`config.mk`:
```
export PLATFORM = sky130hd
export DESIGN_NAME = seq_detector_param
export DESIGN_NICKNAME = d
export VERILOG_FILES = /design/src/rtl/seq_det_pkg.sv /design/src/rtl/seq_prefix_match.sv /design/src/rtl/seq_detector_param.sv
export SDC_FILE = /design/constraint.sdc
export NUM_CORES = 1
export LEC_CHECK = 0
export ABC_AREA = 1
export ABC_CLOCK_PERIOD_IN_PS = 3500
export CORE_MARGIN = 1
export CORE_UTILIZATION = 35
export CTS_CLUSTER_DIAMETER = 30
export DETAILED_ROUTE_END_ITERATION = 8
export PLACE_DENSITY = 0.56
export SETUP_SLACK_MARGIN = 0.3
export SYNTH_ARGS = -nofsm -noshare
export SYNTH_HDL_FRONTEND = slang
export SYNTH_HIERARCHICAL = 1
export SYNTH_SLANG_ARGS = --single-unit
```
`constraint.sdc`:
```
create_clock -name clk -period 3.5 [get_ports clk]
set_input_delay 0.525 -clock clk [delete_from_list [all_inputs] [get_ports clk]]
set_output_delay 0.525 -clock clk [all_outputs]
set_load 0.03 [all_outputs]
```
`src/rtl/seq_det_pkg.sv`:
```
// Shared helpers for the programmable sequence detector: length-field sizing
// and clamping of a requested pattern length to the supported maximum.
package seq_det_pkg;

  function automatic int unsigned len_width(input int unsigned max_len);
    return $clog2(max_len + 1);
  endfunction

  function automatic int unsigned clamp_len(input int unsigned len,
                                            input int unsigned max_len);
    return (len > max_len) ? max_len : len;
  endfunction

endpackage

```
`src/rtl/seq_prefix_match.sv`:
```
// Combinational prefix search: longest pattern prefix that equals the tail of
// the history, limited by the number of valid history bits.
module seq_prefix_match
  import seq_det_pkg::*;
#(
  parameter int MAX_LEN = 8,
  parameter int LEN_W   = 4
) (
  input  logic [MAX_LEN-1:0] hist,
  input  logic [LEN_W-1:0]   fill,
  input  logic [MAX_LEN-1:0] pattern,
  input  logic [LEN_W-1:0]   len,
  output logic               full_match,
  output logic [LEN_W-1:0]   prefix_len
);

  logic [MAX_LEN-1:0] mask;
  logic [MAX_LEN-1:0] aligned;
  logic               found;

  // NOTE: every variable written here gets a default first so no path leaves
  // it unassigned, which would otherwise infer a latch.
  always_comb begin
    prefix_len = '0;
    mask       = '0;
    aligned    = '0;
    found      = 1'b0;
    // Search from the longest candidate down; the first hit is the answer.
    for (int k = MAX_LEN; k >= 1; k--) begin
      if (!found && (k <= int'(len)) && (k <= int'(fill))) begin
        mask    = {MAX_LEN{1'b1}} >> (MAX_LEN - k);
        aligned = pattern >> (int'(len) - k);
        if ((hist & mask) == (aligned & mask)) begin
          prefix_len = LEN_W'(k);
          found      = 1'b1;
        end
      end
    end
    full_match = (len != '0) && (prefix_len == len);
  end

endmodule

```
`src/rtl/seq_detector_param.sv`:
```
// Runtime-programmable serial sequence detector with overlap control,
// registered match pulse, saturating match counter and prefix-length display.
module seq_detector_param
  import seq_det_pkg::*;
#(
  parameter  int MAX_LEN = 8,
  parameter  int CNT_W   = 8,
  localparam int LEN_W   = len_width(MAX_LEN)
) (
  input  logic               clk,
  input  logic               rst,
  input  logic               din_valid,
  input  logic               din,
  input  logic               cfg_load,
  input  logic [MAX_LEN-1:0] cfg_pattern,
  input  logic [LEN_W-1:0]   cfg_len,
  input  logic               cfg_overlap,
  input  logic               cnt_clr,
  output logic               match,
  output logic [CNT_W-1:0]   match_cnt,
  output logic [LEN_W-1:0]   prefix_len
);

  logic [MAX_LEN-1:0] pattern_q;
  logic [LEN_W-1:0]   len_q;
  logic               overlap_q;

  logic [MAX_LEN-1:0] hist_q;
  logic [MAX_LEN-1:0] hist_next;
  logic [LEN_W-1:0]   fill_q;
  logic [LEN_W-1:0]   fill_next;

  logic               take;
  logic               full_match;
  logic               hit;
  logic               restart;
  logic [LEN_W-1:0]   prefix_next;

  always_comb begin
    hist_next = {hist_q[MAX_LEN-2:0], din};
    fill_next = (fill_q == LEN_W'(MAX_LEN)) ? fill_q : fill_q + LEN_W'(1);
    take      = din_valid && !cfg_load;
    hit       = take && full_match;
    // A non-overlapping match consumes its bits: start the next search empty.
    restart   = full_match && !overlap_q;
  end

  seq_prefix_match #(
    .MAX_LEN (MAX_LEN),
    .LEN_W   (LEN_W)
  ) u_prefix (
    .hist       (hist_next),
    .fill       (fill_next),
    .pattern    (pattern_q),
    .len        (len_q),
    .full_match (full_match),
    .prefix_len (prefix_next)
  );

  // NOTE: sequential state uses non-blocking assignments so every register
  // samples the pre-edge values, independent of statement order.
  // The history is reset as well, so a partial match never survives rst.
  always_ff @(posedge clk or posedge rst) begin
    if (rst) begin
      pattern_q  <= '0;
      len_q      <= '0;
      overlap_q  <= 1'b0;
      hist_q     <= '0;
      fill_q     <= '0;
      match      <= 1'b0;
      prefix_len <= '0;
    end else if (cfg_load) begin
      pattern_q  <= cfg_pattern;
      len_q      <= LEN_W'(clamp_len(32'(cfg_len), MAX_LEN));
      overlap_q  <= cfg_overlap;
      hist_q     <= '0;
      fill_q     <= '0;
      match      <= 1'b0;
      prefix_len <= '0;
    end else if (din_valid) begin
      hist_q     <= hist_next;
      fill_q     <= restart ? '0 : fill_next;
      match      <= full_match;
      prefix_len <= restart ? '0 : prefix_next;
    end else begin
      match      <= 1'b0;
    end
  end

  always_ff @(posedge clk or posedge rst) begin
    if (rst) begin
      match_cnt <= '0;
    end else if (cnt_clr) begin
      match_cnt <= '0;
    end else if (hit && (match_cnt != '1)) begin
      match_cnt <= match_cnt + CNT_W'(1);
    end
  end

endmodule
```
# After elaboration in Yosys (flattened, before gate mapping)
# Cells that the tools add are included.
# Widths: inputs -> output; s select.
[totals]
regBits = 37
latchBits = 0
ram_bits = 0
mem_bits_ro = 0
input_bits = 19
output_inout_bits = 13
word_cells = 130
n_memories = 0
[classes]
addsub = 10
mul = 0
div_mod_pow = 0
n_lt_le_gt_ge = 17
n_eq_ne = 11
shift = 8
muxes = 44
bitwise_logic = 0
reduce_logical = 32
[op_table]
columns = ["operator", "count"]
rows = [
  ["$mux 4", 24],
  ["$le 3x4->1 const A", 8],
  ["$shr 8x32->1", 1],
  ["$shr 8x32->2", 1],
  ["$shr 8x32->3", 1],
  ["$shr 8x32->4", 1],
  ["$shr 8x32->5", 1],
  ["$shr 8x32->6", 1],
  ["$shr 8x32->7", 1],
  ["$shr 8x32->8", 1],
  ["$logic_and 1x1->1", 20],
  ["$sub 4x3->5 const B", 4],
  ["$le 2x4->1 const A", 4],
  ["$mux 1", 16],
  ["$mux 8", 2],
  ["$mux 7", 2],
  ["$sub 4x2->5 const B", 2],
  ["$logic_not 1->1", 9],
  ["$add 8x1->8 const B", 1],
  ["$eq 4x4->1", 2],
  ["$eq 8x8->1", 1],
  ["$le 1x4->1 const A", 2],
  ["$le 4x4->1 const A", 2],
  ["$ne 8x8->1 const B", 1],
  ["13 further kinds", 14],
]

# Depth between registers and ports, before layout
# Gate-level depths: netlist of run 1.
[depth]
depth_word = 39
mapped_depth = 29
mapped_depth_nobuf = 27

# By module
# The synthesis of run 1 kept the hierarchy.
[by_module_without_submodules]
columns = ["module", "n_inst", "cells_per_inst", "area_each_um2"]
rows = [
  ["seq_prefix_match", 1, 485, 2346.0],
  ["seq_detector_param", 1, 196, 1680.4],
]

# Worst setup path before layout of run 1
# Ideal clock, no wire load.
[synth_timing]
path_type = "register -> register"
from = "register len_q[1]"
to = "register fill_q[3]"
arrival_time_ns = 3.190
t_required_ns = 3.361
path_slack_ns = 0.171
path_stages_with_launch = 25
path_buffers = 3
synth_period_minus_slack_ns = 3.329
path_cell_list = "dfrtp_1 -> buf_2 -> inv_2 -> buf_4 -> ha_1 -> buf_2 -> inv_2 -> nor2_2 -> inv_1 -> nand2_1 -> nand3_1 -> nand2_1 -> nand2_1 -> nand2_1 -> nor2_1 -> nand3_1 -> nand3_2 -> nor2_2 -> nand4_1 -> nand3_1 -> nand3_1 -> nor3_2 -> inv_1 -> o21ai_1 -> o21ai_0"
[synth_via]
elab_chain_cells = 39
elab_cells_between_ends = 91
[synth_lines]
columns = ["item", "line", "source"]
rows = [
  ["from (decl)", "seq_detector_param.sv:25", "logic [LEN_W-1:0] len_q;"],
  ["from (signal assigned)", "seq_detector_param.sv:74", "len_q <= LEN_W'(clamp_len(32'(cfg_len), MAX_LEN));"],
  ["$sub 4x4->5", "seq_prefix_match.sv:32", "aligned = pattern >> (int'(len) - k);"],
  ["$shr 8x32->8", "seq_prefix_match.sv:32", ""],
  ["$eq 8x8->1", "seq_prefix_match.sv:33", "if ((hist & mask) == (aligned & mask)) begin"],
  ["$mux 1", "seq_prefix_match.sv:33", ""],
  ["$mux 1", "seq_prefix_match.sv:30", "if (!found && (k <= int'(len)) && (k <= int'(fill))) begin"],
  ["$logic_not 1->1", "seq_prefix_match.sv:30", ""],
  ["$logic_and 1x1->1 (2 in series)", "seq_prefix_match.sv:30", ""],
  ["$mux 1", "seq_prefix_match.sv:30", ""],
  ["[... 23 more ...]", "n/a", ""],
  ["$mux 4", "seq_prefix_match.sv:30", ""],
  ["$eq 4x4->1", "seq_prefix_match.sv:39", "full_match = (len != '0) && (prefix_len == len);"],
  ["$logic_and 1x1->1 (*)", "seq_prefix_match.sv:39", ""],
  ["named net full_match", "seq_detector_param.sv:34", "logic full_match;"],
  ["$logic_and 1x1->1 (*)", "seq_detector_param.sv:45", "restart = full_match && !overlap_q;"],
  ["$mux 4 (*)", "seq_detector_param.sv:82", "fill_q <= restart ? '0 : fill_next;"],
  ["$mux 4 (*)", "seq_detector_param.sv:80", "end else if (din_valid) begin"],
  ["$mux 4 (*)", "seq_detector_param.sv:72", "end else if (cfg_load) begin"],
  ["to (signal assigned)", "seq_detector_param.sv:82", ""],
  ["to (decl)", "seq_detector_param.sv:30", "logic [LEN_W-1:0] fill_q;"],
]
# The timed path passes the listed nets; every way through them passes the cells marked *. The select of a mux whose other input is x is not followed.
# A chain may end at the register's enable or synchronous reset.

# Final worst setup path of run 1
[layout_timing]
from = "register len_q[2]"
to = "register match_cnt[3]"
[layout_via]
elab_chain_cells = 38
elab_cells_between_ends = 90
[layout_lines]
columns = ["item", "line", "source"]
rows = [
  ["$sub 4x4->5", "seq_prefix_match.sv:32", ""],
  ["$shr 8x32->8", "seq_prefix_match.sv:32", ""],
  ["$eq 8x8->1", "seq_prefix_match.sv:33", ""],
  ["$mux 1", "seq_prefix_match.sv:33", ""],
  ["$mux 1", "seq_prefix_match.sv:30", ""],
  ["$logic_not 1->1", "seq_prefix_match.sv:30", ""],
  ["$logic_and 1x1->1 (2 in series)", "seq_prefix_match.sv:30", ""],
  ["$mux 1", "seq_prefix_match.sv:30", ""],
  ["[... 23 more ...]", "n/a", ""],
  ["$mux 4 (*)", "seq_prefix_match.sv:30", ""],
  ["named net prefix_next[0]", "seq_detector_param.sv:37", "logic [LEN_W-1:0] prefix_next;"],
  ["$eq 4x4->1 (*)", "seq_prefix_match.sv:39", ""],
  ["$logic_and 1x1->1 (*)", "seq_prefix_match.sv:39", ""],
  ["named net full_match", "seq_detector_param.sv:34", ""],
  ["$logic_and 1x1->1 (*)", "seq_detector_param.sv:43", "hit = take && full_match;"],
  ["$logic_and 1x1->1 (*)", "seq_detector_param.sv:95", "end else if (hit && (match_cnt != '1)) begin"],
  ["$reduce_bool 2->1 (no line) (*)", "n/a", ""],
  ["to (signal assigned)", "seq_detector_param.sv:96", "match_cnt <= match_cnt + CNT_W'(1);"],
  ["to (decl)", "seq_detector_param.sv:20", "output logic [CNT_W-1:0] match_cnt,"],
]
# The timed path passes the listed nets; every way through them passes the cells marked *.

==> metrics.md, run 1 <==
| Metric | Value |
|---|---|
| Final Util | 49.4% |
| Slowest CP cell | dfrtp_2 |
| Yosys reg bits | 37 |
| Dpl cells | 859 |
| GP Congestion | ~0.94 |
| Sw power | 731 uW |
| Layout cells sized above 1 | a little under a quarter |
| CP max FO | 6 |
| Worst setup SP type | flop |
| Worst R2R Start | len_q[2] |
| HP Class | flop to flop |
| Crit. End Element | flop |
| FILL cells | between 1000 and 1500 |
| Pint | 1130 uW |
| CTS tree | done |
| Max-cap viol count | 0 |
| Post-DP HPWL | 10.3 mm |
| DP Worst Slack | -0.0249 ns |
| Via density | 5.33 |
| Slew margin rel. | slightly below 70% |
| Io pins | 32 |
| WL/cell | around 16 um |
| WP data required | roughly 3.7 ns |
| Total track usage | roughly 25% |
| Setup slack after layout | 0.251 ns |
| Initial antenna violation count | 0 |
| Non-filler cells, final | roughly 900 |
| Pwr Total | around 1900 uW |
| Cell area power density | around 340 nW/um2 |
| Die span in y | between 100 and 150 um |
| Post-synthesis sequential area ratio | roughly 23% |
| Total number of vias | ~4800 |
| Fmax | around 310 MHz |
| Post-synth EDFFs | 0 |
| Setup CP Type | flop to flop |
| Async S/R FF share, synth | 100% |
| Sw Share | 39.3% |
| Hold_ws | approximately 0.5 ns |
| Rows | 38 |
| Flop pwr share | 25.3% |
| Crit path DAT | ~3.4 ns |
| Drt first-iter violations | around 300 |
| Outcome | finished clean |
| Endpoints failing setup | 0 |
| Layout area overhead | 35.2% |
| Synth top area share | about a quarter |
| Core area | between 10000 and 15000 um2 |
| First-pass iteration count of the detailed router | 5 |
| Worst skew pair latency | 0.29 ns |
| Final Max Slew Viols | 0 |
| RR Endpoint | match_cnt[3] |
| Leading register cell type out of synthesis | dfrtp_1 |
| Gate Count Post-Synth | 681 |
| Clock-pin slew on the worst setup and hold paths | roughly 0.060 ns |
| Combinational power share | between 40 and 50% |
| Die width | between 100 and 150 um |
| Layout Nets | roughly 800 |
| PortBufs | 31 |
| Hold Path Sink | overlap_q |
| Worst-Margin Slew | between 0.4 and 0.5 ns |
| Largest net degree at the start of global routing | 38 |
| Area leader, netlist | nand2_1 |
| First-pass GRT wire length | approximately 23 mm |
| Synth Warn # | 6 |
| Synth cell types | 35 |
| Final wirelength | 14.2 mm |
| Leakage power | 0.00262 uW |
| Fin crit share | ~93% |
| Syn_nets | between 700 and 800 |
| Post-synth top cells | 264 x nand2_1, 101 x nand3_1, 65 x inv_1, 49 x nor2_1, 37 x dfrtp_1 |
| Setup Skew | between 0.008 and 0.009 ns |
| Clk buf depth | 2 |
| Clock share of power | 29.7% |
| Ant diodes | 0 |
| GRT overflow | 0 |
| Mapped cell area | 4030 um2 |
| Synth top area cells | nand2_1 25%, dfrtp_1 23%, nand3_1 13%, ha_1 6.2%, inv_1 6.1% |
| FF-to-FF setup slack | 0.25 ns |
| H-tree Lvls | 2 |
| Clk root buf | clkbuf_16 |
| Peak VDD IR | 208 uV |
| Antenna Nets Post-Route | 0 |
| Reg2Reg Depth | 26 |
| Synthesized area per cell | a little under 6 um2 |
| Final worst path period need | 3.25 ns |
| Vias in the first global route | between 4000 and 5000 |
| Clk sink count | 37 |
| Full die area | 11900 um2 |
| Residual DRC count | 0 |
| Count leader, synth | nand2_1 |
| Hold path cells | 2 |
| Hold Startpoint | overlap_q |
| RSZ-0062 raised after global routing | true |
| Initial core utilization | 36.5% |
| Crit-path max cell delay | 0.49 ns |
| Final hold viol count | 0 |
| CTS buffer count | 5 |
==> state kept, by name, summed over array words and instances (netlist names) <==
register / cells
hist_q: 7
len_q: 4
match: 1
prefix_len: 4
pattern_q: 8
match_cnt: 8
fill_q: 4
overlap_q: 1
==> power by group through the flow <==
stage	combinational (uW)	sequential, uW	clock [uW]
after floorplan	467	482	0
after global placement	655	478	0
after detailed placement	656	478	0
after CTS	738	470	558
after global routing	922	474	576
final	837	471	552
==> worst max-delay path: cells and delay by family (launching register included) <==
| kind | cells | cell delay, ns |
|---|---|---|
| flops | 1 | 0.49 |
| fa+ha+maj | 1 | 0.17 |
| simple gates | 18 | 1.68 |
| compound gates | 1 | 0.15 |
| buf+inv | 6 | 0.63 |
==> worst max-delay path by stage <==
stage	start	to	slack (ns)	depth (start not counted)
CTS	len_q[1]	match_cnt[7]	0.27	27
finish	len_q[2]	match_cnt[3]	0.25	26
detailed placement	len_q[1]	match_cnt[3]	-0.02	25
global placement	len_q[1]	match_cnt[7]	0.00004	25
global route	len_q[1]	match_cnt[7]	0.05	26
floorplan	len_q[1]	match_cnt[7]	0.30	27
==> cells by family after synthesis <==
logic type | count (synthesis) | share of synthesized area [%]
AOI/OAI and AO/OA | 63 | 9.23
xor gates and xnor gates | 10 | 2.36
adders and majority gates | 20 | 6.22
buffers and inverters | 95 | 10.1
DFF | 37 | 23.0
and+or+nand+nor | 456 | 49.1
==> per-layer routing <==
layer	track usage, %	wire length (um)
met5	0	0
met4	9.62	395
met3	3.47	832
met2	40.2	6700
met1	32.7	6250
==> layout by cell type (no fill, tap or decap), types with 5 or more instances in the layout <==
cell type        instances
nand2_1                251
nand3_1                 94
inv_1                   59
buf_4                   51
dfrtp_1                 36
nor2_1                  33
clkdlybuf4s50_1         31
nand2_2                 22
o21ai_0                 17
nor2_2                  16
inv_2                   14
nand4_1                 11
nor2_4                  10
a21oi_1                 10
xor2_1                   9
ha_1                     9
o22ai_1                  8
nand3_2                  8
ha_4                     8
a21oi_2                  6
nand2_4                  5
o21ai_1                  5
clkbuf_16                5
o211ai_1                 5
==> final cells by class <==
class                      count  area [um2]  share of cell area, %
clock buffer                   6         139                   2.55
clock inverter                 2        37.5                  0.689
inverter                      78         314                   5.77
multi-input combinational    550        3030                   55.6
sequential                    37         927                   17.0
tap                          140         175                   3.22
timing repair buffer          90         817                   15.0
timing repair inverter         1        6.26                  0.115
==> what timing repair did <==
action,in CTS,in global routing
resized for setup,47,48
hold buffers,0,0
gates cloned,0,2
pin swaps,18,30
buffers inserted,15,20
endpoints found under the setup margin,16,17
==> through the flow <==
step,TNS (ns),cell area [um2]
2_1_floorplan,0,4070
3_3_place_gp,0,4600
3_5_place_dp,-0.0545,4600
4_1_cts,0,5110
5_1_grt,0,5450
6_report,0,5450
Power figures use the tool's default switching activity.
==> run 2, diff against run 1 <==
--- a/config.mk
+++ b/config.mk
@@ -15,5 +15,4 @@
 export SETUP_SLACK_MARGIN = 0.3
 export SYNTH_ARGS = -nofsm -noshare
 export SYNTH_HDL_FRONTEND = slang
-export SYNTH_HIERARCHICAL = 1
 export SYNTH_SLANG_ARGS = --single-unit
==> run 2 against run 1 <==
The flow now finishes with violations (design-rule violations). Critical endpoint is now match_cnt[7]. Clock-buffer cell count stayed put. Design area is 0.21% lower. Hold slack better by 0.015 ns. Register-to-register slack better by 0.10 ns. Largest cell class unchanged.
==> metrics.md, run 2 <==
| Metric | Value |
|---|---|
| Outcome | complete, but fails checks |
| Failing checks | design-rule violations |
| Drt first-iter violations | 368 (+24%) |
| First-pass iteration count of the detailed router | 7 (+2) |
| Yosys reg bits | 37 (unchanged) |
| Layout cells sized above 1 | 21.3% (-1.5 points) |
| Post-synth top cells | 307 x nand2_1, 100 x nand3_1, 54 x nor2_1, 52 x inv_1, 37 x dfrtp_1 |
| GP Congestion | 0.958 (+1.9%) |
| Full die area | 12300 um2 (+3.4%) |
| Largest registers | match_cnt x8, pattern_q x8, hist_q x7 |
| Post-synthesis sequential area ratio | 22.2% (-0.77 points) |
| Via density | 5.27 (-1.1%) |
| Final hold viol count | 0 (unchanged) |
| Final wirelength | 15.3 mm (+8.0%) |
| Mux contribution to synthesized area | 0% (unchanged) |
| First-pass GRT wire length | 23.5 mm (+4.2%) |
| Synth top area share | 27.7% (+3.1 points) |
| Synth Warn # | 0 (-6) |
| Layout Nets | 814 (+1.5%) |
| Clock-pin slew on the worst setup and hold paths | 0.06 ns (about the same) |
| PortBufs | 31 (unchanged) |
| Leakage power | 0.00271 uW (+3.4%) |
| Post-DP HPWL | 11.4 mm (+11%) |
| Met1 usage | 31.6% (-1.1 points) |
| Ant diodes | 0 (unchanged) |
| Worst skew pair latency | 0.29 ns (about the same) |
| RSZ-0062 raised after global routing | true |
| Fmax | 318 MHz (+3.2%) |
| Gate Count Post-Synth | 706 (+3.7%) |
| Clk buf depth | 2 (unchanged) |
| Post-synth EDFFs | 0 (unchanged) |
| GR Util met2 | 40.0% (-0.25 points) |
| Peak VDD IR | 192 uV (-7.5%) |
| Antenna Nets Post-Route | 0 (unchanged) |
| Busiest layer in global routing | met2 |
| Clk sink count | 37 (unchanged) |
| Mapped cell area | 4170 um2 (+3.4%) |
| Fin crit share | 89.9% (-2.9 points) |
| H-tree Lvls | 2 (unchanged) |
| Io pins | 32 (unchanged) |
| CTS tree | done |
| Clk root buf | clkbuf_16 |
| Count leader, synth | nand2_1 |
| Synth cell types | 37 (+5.7%) |
| WP data required | 3.73 ns (+0.05 ns) |
| Worst setup SP type | flop |
| Syn_nets | 747 (+3.8%) |
| Worst-Margin Slew | 0.540 ns (+0.0489 ns) |
| Rows | 39 (+2.6%) |
| Die width | 111 um (+1.7%) |
| Total track usage | 24.3% (-0.33 points) |
| Area leader, netlist | nand2_1 |
| Crit. End Element | flop |
| Vias in the first global route | 4469 (+1.6%) |
| Post-synthesis xor/xnor area fraction | 2.52% (+0.16 points) |
| CP max FO | 8 (+2) |
| Most frequent cells in the layout | 280 x nand2_1, 97 x nand3_1, 46 x inv_1, 41 x nor2_1, 39 x buf_4 |
| Total number of vias | 4834 (+0.35%) |
| Async S/R FF share, synth | 100% (unchanged) |
| Die span in y | 111 um (+1.7%) |
| Layout area overhead | 30.5% |
| Compound-Gate Fraction of Synth Area | 7.51% (-1.7 points) |
| Dpl cells | 878 (+2.2%) |
| Total negative setup slack | 0 ns (unchanged) |
| Synth top area cells | nand2_1 28%, dfrtp_1 22%, nand3_1 12%, ha_1 6.6%, nor2_1 4.9% |
| Final worst path period need | 3.15 ns (-0.101 ns) |
| Crit path DAT | 3.38 ns (-0.05 ns) |
| Largest net degree at the start of global routing | 38 (unchanged) |
| Non-filler cells, final | 917 (+1.4%) |
| Residual DRC count | 2 (+2) |
| Commonest non-fill, non-tap cell in the layout | nand2_1 |
| Synthesized area per cell | 5.90 um2 (-0.21%) |
| Initial core utilization | 36.2% (-0.33 points) |
| Final Max Slew Viols | 0 (unchanged) |
| Endpoints failing setup | 0 (unchanged) |
| Cell area power density | 354 nW/um2 (+3.6%) |
| Initial antenna violation count | 0 (unchanged) |
| Synth Area in Adders | 6.61% (+0.39 points) |
| Pwr Total | 1920 uW (+3.4%) |
| Main combinational cell family by area after synthesis | simple AND/OR/NAND/NOR gates |
| Max-cap viol count | 0 (unchanged) |
| Simple-Gate Fraction of Synth Area | 53.0% (+3.8 points) |
| Final Util | 47.2% (-2.2 points) |
| WL/cell | 16.7 um (+6.4%) |
| CTS buffer count | 5 (unchanged) |
| Setup CP Type | flop to flop |
| Met3 usage | 3.83% (+0.36 points) |
| Leading register cell type out of synthesis | dfrtp_1 |
| HP Class | flop to flop |
| GRT overflow | 0 (unchanged) |
| Core area | 11500 um2 (+4.4%) |
| Setup Skew | 0.00619 ns (-0.00231 ns) |
| Slew margin rel. | 63.9% (-3.4 points) |
[run 2: cell count changes after synthesis, sizes merged, moves of 3 or more]
| cell | change |
|---|---|
| nand2 | +47 |
| a22o | -3 |
| inv | -18 |
| a21oi | -3 |
[run 2: logic make-up (layout without fill, tap and decap cells)]
kind of cell / after synthesis / in the layout
adder cells (fa/ha/maj): 22 / 22
buffers and inverters: 77 / 144
XOR/XNOR: 12 / 12
AND/OR/NAND/NOR: 506 / 507
flip-flops: 37 / 37
AO/OA/AOI/OAI: 52 / 52
[run 2: critical path: stages (launching register included)]
cell	delay [ns]
dfrtp_2	0.50
inv_4	0.12
buf_12	0.13
ha_4	0.16
nand2_1	0.09
o211ai_1	0.21
nand2_1	0.10
nor2_2	0.15
nand3_1	0.10
nor2_1	0.10
nand3b_1	0.25
nand4_2	0.17
nor2_2	0.06
nor2_2	0.11
nand2_2	0.07
nand2_2	0.06
nand3_2	0.08
nor2_4	0.18
nand4_4	0.16
nand2_4	0.16
nand2_1	0.08
nand2_1	0.06
[run 2: worst paths after layout]
kind / start / end / slack [ns] / depth (start not counted)
max in group asynchronous: rst / fill_q[0] / 2.46 / 3
min reg2reg: prefix_len[3] / prefix_len[3] / 0.51 / 2
min: prefix_len[3] / prefix_len[3] / 0.51 / 2
max reg2reg: len_q[1] / match_cnt[7] / 0.35 / 21
min in group asynchronous: rst / pattern_q[1] / 0.66 / 3
max: len_q[1] / match_cnt[7] / 0.35 / 21
[run 2: cell type report]
type / count / area, um2
fillers: 1219 / 6080
well taps: 143 / 179
repair buffers: 76 / 686
inverters: 60 / 240
multi-input cells: 593 / 3220
flip-flops and latches: 37 / 931
clock inverters: 2 / 37.5
clock buffers: 6 / 139
[run 2: timing repair]
action                     4_1_cts  5_1_grt
hold buffers                     0        0
pin swaps                        4       17
buffers inserted                 6       24
cloned                           1        0
resized for setup               20       86
setup endpoints to repair       16       17
[run 2: per-layer routing]
| metal | vias to the layer above | share of wire [%] | wire length [um] |
|---|---|---|---|
| met5 | - | 0 | 0 |
| met4 | 0 | 3.2 | 495 |
| met3 | 34 | 5.9 | 910 |
| met2 | 164 | 47 | 7190 |
| met1 | 2228 | 44 | 6710 |
| li1 | 2408 | - | - |
[run 2: report_power, final]
group	switching, uW	internal, uW
Combinational	554	320
Clock	201	356
Sequential	39.1	453
Total	794	1130
[run 2: through the flow]
step | hold slack, ns | worst slack, ns | instance area [um2]
floorplan | 0.464 | 0.512 | 4170
global placement | 0.493 | 0.167 | 4650
detailed placement | 0.495 | 0.130 | 4650
CTS | 0.517 | 0.295 | 4950
global route | 0.535 | 0.146 | 5430
finish | 0.513 | 0.352 | 5430
